### src/rtl/branch_resolver.sv
// branch_resolver: in-order queue of predicted branches checked against execute outcomes.
// Ports: pred_* (fetch push), res_* (execute resolve), upd_* (predictor training), flush/redirect_pc, count.
module branch_resolver #(
  parameter int DEPTH = 4
) (
  input  logic        clk,
  input  logic        rst_n,
  input  logic        rdy,
  input  logic        pred_valid,
  input  logic [31:0] pred_pc,
  input  logic        pred_taken,
  input  logic [31:0] pred_target,
  output logic        pred_ready,
  input  logic        res_valid,
  input  logic        res_taken,
  input  logic [31:0] res_target,
  input  logic        ext_flush,
  output logic        upd_en,
  output logic        upd_res,
  output logic [31:0] upd_addr,
  output logic        flush,
  output logic [31:0] redirect_pc,
  output logic [$clog2(DEPTH):0] count
);

  localparam int AW = $clog2(DEPTH);
  localparam logic [AW:0] FULL = (AW+1)'(DEPTH);
  localparam logic [AW:0] C1 = (AW+1)'(1);
  localparam logic [AW-1:0] P1 = AW'(1);

  typedef struct packed {
    logic [31:0] pc;
    logic        taken;
    logic [31:0] target;
  } ent_t;

  ent_t          q [DEPTH];
  ent_t          hd;
  logic [AW-1:0] head;
  logic [AW-1:0] tail;

  logic do_push;
  logic do_res;
  logic mis;
  logic do_pop;
  logic clr;
  logic wr;

  assign pred_ready = (count != FULL) & ~flush;
  assign hd = q[head];

  assign do_push = rdy & pred_valid & pred_ready & ~ext_flush;
  assign do_res  = rdy & res_valid & (count != '0) & ~ext_flush;
  assign mis     = (hd.taken != res_taken)
                 | (hd.taken & res_taken & (hd.target != res_target));
  assign do_pop  = do_res & ~mis;
  // a mispredict or external flush wipes the queue and drops any push
  assign clr     = rdy & (ext_flush | (do_res & mis));
  assign wr      = do_push & ~clr;

  always_ff @(posedge clk) begin
    if (wr) q[tail] <= {pred_pc, pred_taken, pred_target};
  end

  always_ff @(posedge clk or negedge rst_n) begin
    if (!rst_n) begin
      head        <= '0;
      tail        <= '0;
      count       <= '0;
      upd_en      <= 1'b0;
      upd_res     <= 1'b0;
      upd_addr    <= '0;
      flush       <= 1'b0;
      redirect_pc <= '0;
    end else if (rdy) begin
      upd_en <= do_res;
      flush  <= do_res & mis;
      if (do_res) begin
        upd_res  <= res_taken;
        upd_addr <= hd.pc;
      end
      if (do_res & mis)
        redirect_pc <= res_taken ? res_target : hd.pc + 32'd4;
      if (clr) begin
        head  <= '0;
        tail  <= '0;
        count <= '0;
      end else begin
        if (wr) tail <= tail + P1;
        if (do_pop) head <= head + P1;
        unique case (1'b1)
          wr & ~do_pop: count <= count + C1;
          do_pop & ~wr: count <= count - C1;
          default: ;
        endcase
      end
    end
  end

endmodule

### config.mk
export PLATFORM = sky130hd
export DESIGN_NAME = branch_resolver
export DESIGN_NICKNAME = d
export VERILOG_FILES = /design/src/rtl/branch_resolver.sv
export SDC_FILE = /design/constraint.sdc
export NUM_CORES = 1
export LEC_CHECK = 0
export CORE_ASPECT_RATIO = 0.7
export CORE_MARGIN = 4
export CORE_UTILIZATION = 60
export DETAILED_ROUTE_END_ITERATION = 12
export PLACE_DENSITY_LB_ADDON = 0.15
export SLEW_MARGIN = 25
export SYNTH_ARGS = -nofsm -noshare
export SYNTH_HDL_FRONTEND = slang
export SYNTH_SLANG_ARGS = --single-unit
### constraint.sdc
create_clock -name clk -period 13.3 [get_ports clk]
set_clock_uncertainty 0.05 [all_clocks]
set_input_delay 2.66 -clock clk [delete_from_list [all_inputs] [get_ports clk]]
set_output_delay 2.66 -clock clk [all_outputs]
set_load 0.01 [all_outputs]
After elaboration in Yosys (flattened, before gate mapping)

Memories as Yosys holds them, arrays and structs flattened.
Index checks and enable logic that the tools add are counted.

Add/sub/neg operators: 5
Eq/ne operators: 3
Muxes and demuxes: 9
Bitwise logic cells: 23
Reduce and logical (&&, ||, !) cells: 9

Operator list:

| cell                                              | number |
|---|---|
| adder 32 x 3 -> 32 bit (second input constant)    | 1 |
| 2-to-1 mux 32 bit                                 | 1 |
| inequality test 32 bit                            | 1 |
| bitwise AND 1 bit                                 | 15 |
| AND reduction 2 bit                               | 5 |
| 2-to-1 mux 2 bit                                  | 4 |
| inverter 1 bit                                    | 6 |
| one-hot mux 3 bit (2 select lines)                | 1 |
| nonzero test 3 bit                                | 2 |
| adder 2 x 1 -> 2 bit (second input constant)      | 2 |
| nonzero test 2 bit                                | 2 |
| adder 3 x 1 -> 3 bit (second input constant)      | 1 |
| 2-to-1 mux 3 bit                                  | 1 |
| inequality test 3 bit (second input constant)     | 1 |
| subtractor 3 x 1 -> 3 bit (second input constant) | 1 |
| 2-to-1 mux 1 bit                                  | 2 |
| bitwise OR 1 bit                                  | 2 |
| inequality test 1 bit                             | 1 |

Register bits after elaboration: 74
Memory bits (writable): 260
Input port bits: 104
Output and inout bits: 71
Word-level logic and storage cells: 58
Memories: 1

Memories:

| memory | depth | bits a word | rd ports | clocked after memory_dff | wr ports | RTL line | text |
|---|---|---|---|---|---|---|---|
| q      | 4     | 65          | 1        | 0                        | 1        | 37       | `ent_t q [DEPTH];` |

Logic depth before layout (Yosys ltp)

An unclocked memory read counts as a cell.

Word-level depth: 13
Mapped depth: 17
Gate-level depth less buffers: 12

Worst setup path after synthesis

No wires, ideal clock.

Path kind: in2reg
From: input res_target[12]
To: memory q[0][0] (netlist bit), enable pin
Setup time: 0.430 ns
Data arrival time: 5.547 ns
Required time: 12.820 ns
Path slack: 7.273 ns
Stages: 7
Cell sequence: xor2_1 nand4_1 a2111oi_2 nand3_1 o211ai_2 and2b_1 and2_1

Longest elaborated chain between the ends: 10

RTL lines:

| item                                   | RTL line | text |
|---|---|---|
| start, declared                        | 16       | `input logic [31:0] res_target,` |
| inequality test 32 bit                 | 55       | `\| (hd.taken & res_taken & (hd.target != res_target));` |
| bitwise AND 1 bit                      | 55       |  |
| bitwise OR 1 bit                       | 55       |  |
| bitwise AND 1 bit                      | 58       | `assign clr = rdy & (ext_flush \| (do_res & mis));` |
| bitwise OR 1 bit                       | 58       |  |
| bitwise AND 1 bit                      | 58       |  |
| inverter 1 bit                         | 59       | `assign wr = do_push & ~clr;` |
| bitwise AND 1 bit                      | 59       |  |
| 2-to-1 mux 1 bit                       | 62       | `if (wr) q[tail] <= {pred_pc, pred_taken, pred_target};` |
| 2-to-1 mux 1 bit (implied by the code) | 62       |  |
| end, declared                          | 37       |  |

No other way between the ends.

Worst setup path in the final report

From: input res_target[12]
To: memory q[1][41] (netlist bit), enable pin

The elaborated chain is that of the path after synthesis.

==> metrics <==
IO buf count 174; hold_buf cts 0; die width 188.2 um; pwr/cell area 183.4 nW/um^2; FMAX 169.2 MHz; Yosys top cell area share 0.5724; Cell Area, Synth 13,640 sq um; Top Ports 175; max-cap viol count 0; design area 16,700 sq um; Root Buffer clkbuf_16; GPL Wtd Cong 0.8055; TritonCTS buffer count 31; most frequent cells in the layout edfxtp_1 (260), clkdlybuf4s50_1 (172), nand2_1 (153), dfrtp_1 (72), mux4_2 (59); die area 25,250 sq um; Slew @ Worst Pin 1.022 ns; crit path kind input port to flip-flop; Netlist cell types 47; sequential-to-total area share from yosys stat 0.7081; crit path time final 5.911 ns; DR vias 8,059; initial DRC count 718; Resize count post-CTS 0; Worst Min Path Start upd_addr[25]$_DFFE_PN0P_; Buffers & Inverters on Critical Path 2; hold depth 2; VDD IR max 135.0 uV; vias in the first global route 8,027; slew margin rel. 0.3189; CTS tree built; EDFF count, synth 260; RSZ-0062 raised after global routing no; Crit. End Element flip-flop; All-Layer GR Usage 0.2556; crit-path max cell delay 0.71 ns; Cell Rows 45; die span in y 134.2 um; Synth Flop Type edfxtp_1; YS warnings 0; CP required 13.43 ns; Starting Density 0.6196; reg2reg path depth 10; most common cell after layout, fill and taps aside edfxtp_1; crit start category input port; status finished clean; drt pass-1 iters 7; fin crit share 0.4445; Overflow after GRT 0; Avg Cell Area, Syn 16.07 sq um; Post-DP HPWL 21,400 um; Lkg Pwr 0.005911 uW; global-route wire length before repair 49,010 um; crit path max-delay cell type and2_2; WHS Endpoint upd_addr[25]$_DFFE_PN0P_; worst-path fanout max 36; Clock Sinks 334; vias per cell 5.939; layout cells sized above 1 0.1293; critical path, cell by cell clkdlybuf4s50_1 -> xor2_1 -> nand4_1 -> a2111oi_2 -> nand3_1 -> o211ai_4 -> and2b_1 -> and2_2 -> buf_4; largest net degree at the start of global routing 75; clk buf depth 3; Worst EP arrival 6.05 ns; Synth area leader edfxtp_1; clock-pin slew on the worst setup and hold paths 0.06 ns; ANT cells 0; layout net count 1,140; core area 22,010 sq um; top cells by area, synth edfxtp_1 (57%), dfrtp_1 (14%), mux4_2 (9.7%); Placed Area 15,640 sq um; Setup TNS 0 ns; Reg2Reg Setup Slack 7.93 ns; htree depth 1; Post-CTS Setup Inserts 0; worst r2r src head[0]$_DFFE_PN0P_; area delta synth->final 22.42%; #FFs+latches synth 334; antenna violations before repair 2; Routed WL 32,300 um; DRC viols 0; fin. max-slew vios 0; worst min path class flip-flop to flip-flop; ANT nets after route 0; final core utilization 0.7585; endpoints failing setup 0; clk_lat worst skew 0.55 ns; worst r2r dst q[1][41]$_DFFE_PP_; Syn Inst Count 849; syn nets 960; WL per Instance 23.81 um; final hold vios 0; Top delay family on crit path simple AND/OR/NAND/NOR gates; ys async rst share 0.2216
-- worst max-delay path by stage --
stage / slack (ns) / from / cells after the start / endpoint
after floorplan: 7.27 / res_target[12] / 7 / q[0][0]$_DFFE_PP_
after global placement: 6.91 / res_target[12] / 9 / q[1][4]$_DFFE_PP_
after detailed placement: 6.84 / res_target[12] / 9 / q[1][4]$_DFFE_PP_
after CTS: 7.39 / res_target[12] / 9 / q[1][23]$_DFFE_PP_
after global routing: 7.23 / res_target[12] / 9 / q[1][41]$_DFFE_PP_
final: 7.39 / res_target[12] / 9 / q[1][41]$_DFFE_PP_
-- layout make-up --
cell class / count / area (sq um)
multi-input cells: 473 / 3762
repair buffers: 184 / 1813
fillers: 1301 / 5316
well taps: 305 / 381.6
clock inverters: 15 / 185.2
inverters: 5 / 18.77
clock buffers: 41 / 873.3
flip-flops and latches: 334 / 9664
-- metrics by stage --
stage,std cells,total power [uW],hold WS [ns],setup slack [ns]
after detailed placement,1301,2168,0.4107,6.842
after floorplan,849,1785,0.4637,7.273
after CTS,1357,3078,0.4279,7.394
after global routing,1357,3192,0.4424,7.231
final,1357,3062,0.4208,7.389
after global placement,1301,2155,0.4088,6.906
-- report_power, final --
group | switching, uW | internal [uW] | total (uW) | leakage, uW
Sequential | 91.8 | 1260 | 1350 | 0.00329
Clock | 375 | 538 | 913 | 0.000518
Combinational | 402 | 399 | 801 | 0.00210
Total | 869 | 2190 | 3060 | 0.00591
-- worst reg2reg max path, stage by stage (launching register included) --
cell	delay [ns]
dfrtp_4	0.72
buf_4	0.78
mux4_2	0.72
xnor2_1	0.19
nand4_1	0.12
nor4_2	0.39
nand3_1	0.24
o211ai_4	0.22
and2b_1	0.21
and2_2	0.71
buf_4	0.61
-- sequential cells by signal, summed over array words and instances (netlist names) --
name	count
q	260
upd_res	1
upd_en	1
redirect_pc	32
head	2
upd_addr	32
count	3
tail	2
flush	1
-- cell usage after synthesis, types with 2 or more instances --
library cell	number
buf_6	2
or3_1	2
and4_1	6
a31o_2	2
nor2_1	28
o22ai_1	2
nor2b_1	2
nand3_1	11
mux2i_1	23
nand2b_1	2
nor3_1	2
clkbuf_1	11
o21ai_1	5
inv_1	5
xnor2_1	33
buf_4	9
ha_1	7
and3_1	4
and2_1	9
a21oi_1	23
mux4_2	59
buf_2	12
nand4_1	17
o21ai_0	32
xor2_1	31
nand2_1	153
mux2_1	2
mux2_2	2
buf_1	2
dfrtp_1	74
edfxtp_1	260
a21o_1	2
-- cell families (layout without fill, tap and decap cells) --
| kind of cell | Yosys count | in the layout | share of synthesized area |
|---|---|---|---|
| flip-flops | 334 | 334 | 0.7081 |
| AND/OR/NAND/NOR | 239 | 239 | 0.07687 |
| AO/OA/AOI/OAI | 77 | 77 | 0.03284 |
| adder cells (fa/ha/maj) | 7 | 7 | 0.006421 |
| multiplexers | 86 | 86 | 0.1176 |
| XOR/XNOR | 64 | 64 | 0.04109 |
| buffers and inverters | 42 | 245 | 0.01706 |
-- routing by layer --
layer,vias to the layer above,GRT usage,wire length [um]
met3,45,0.04865,2464
met5,-,0,26
met1,4060,0.3909,13960
li1,3551,-,-
met4,4,0.05216,698
met2,399,0.3954,15150
No activity file was read; power rests on OpenSTA's default activity.
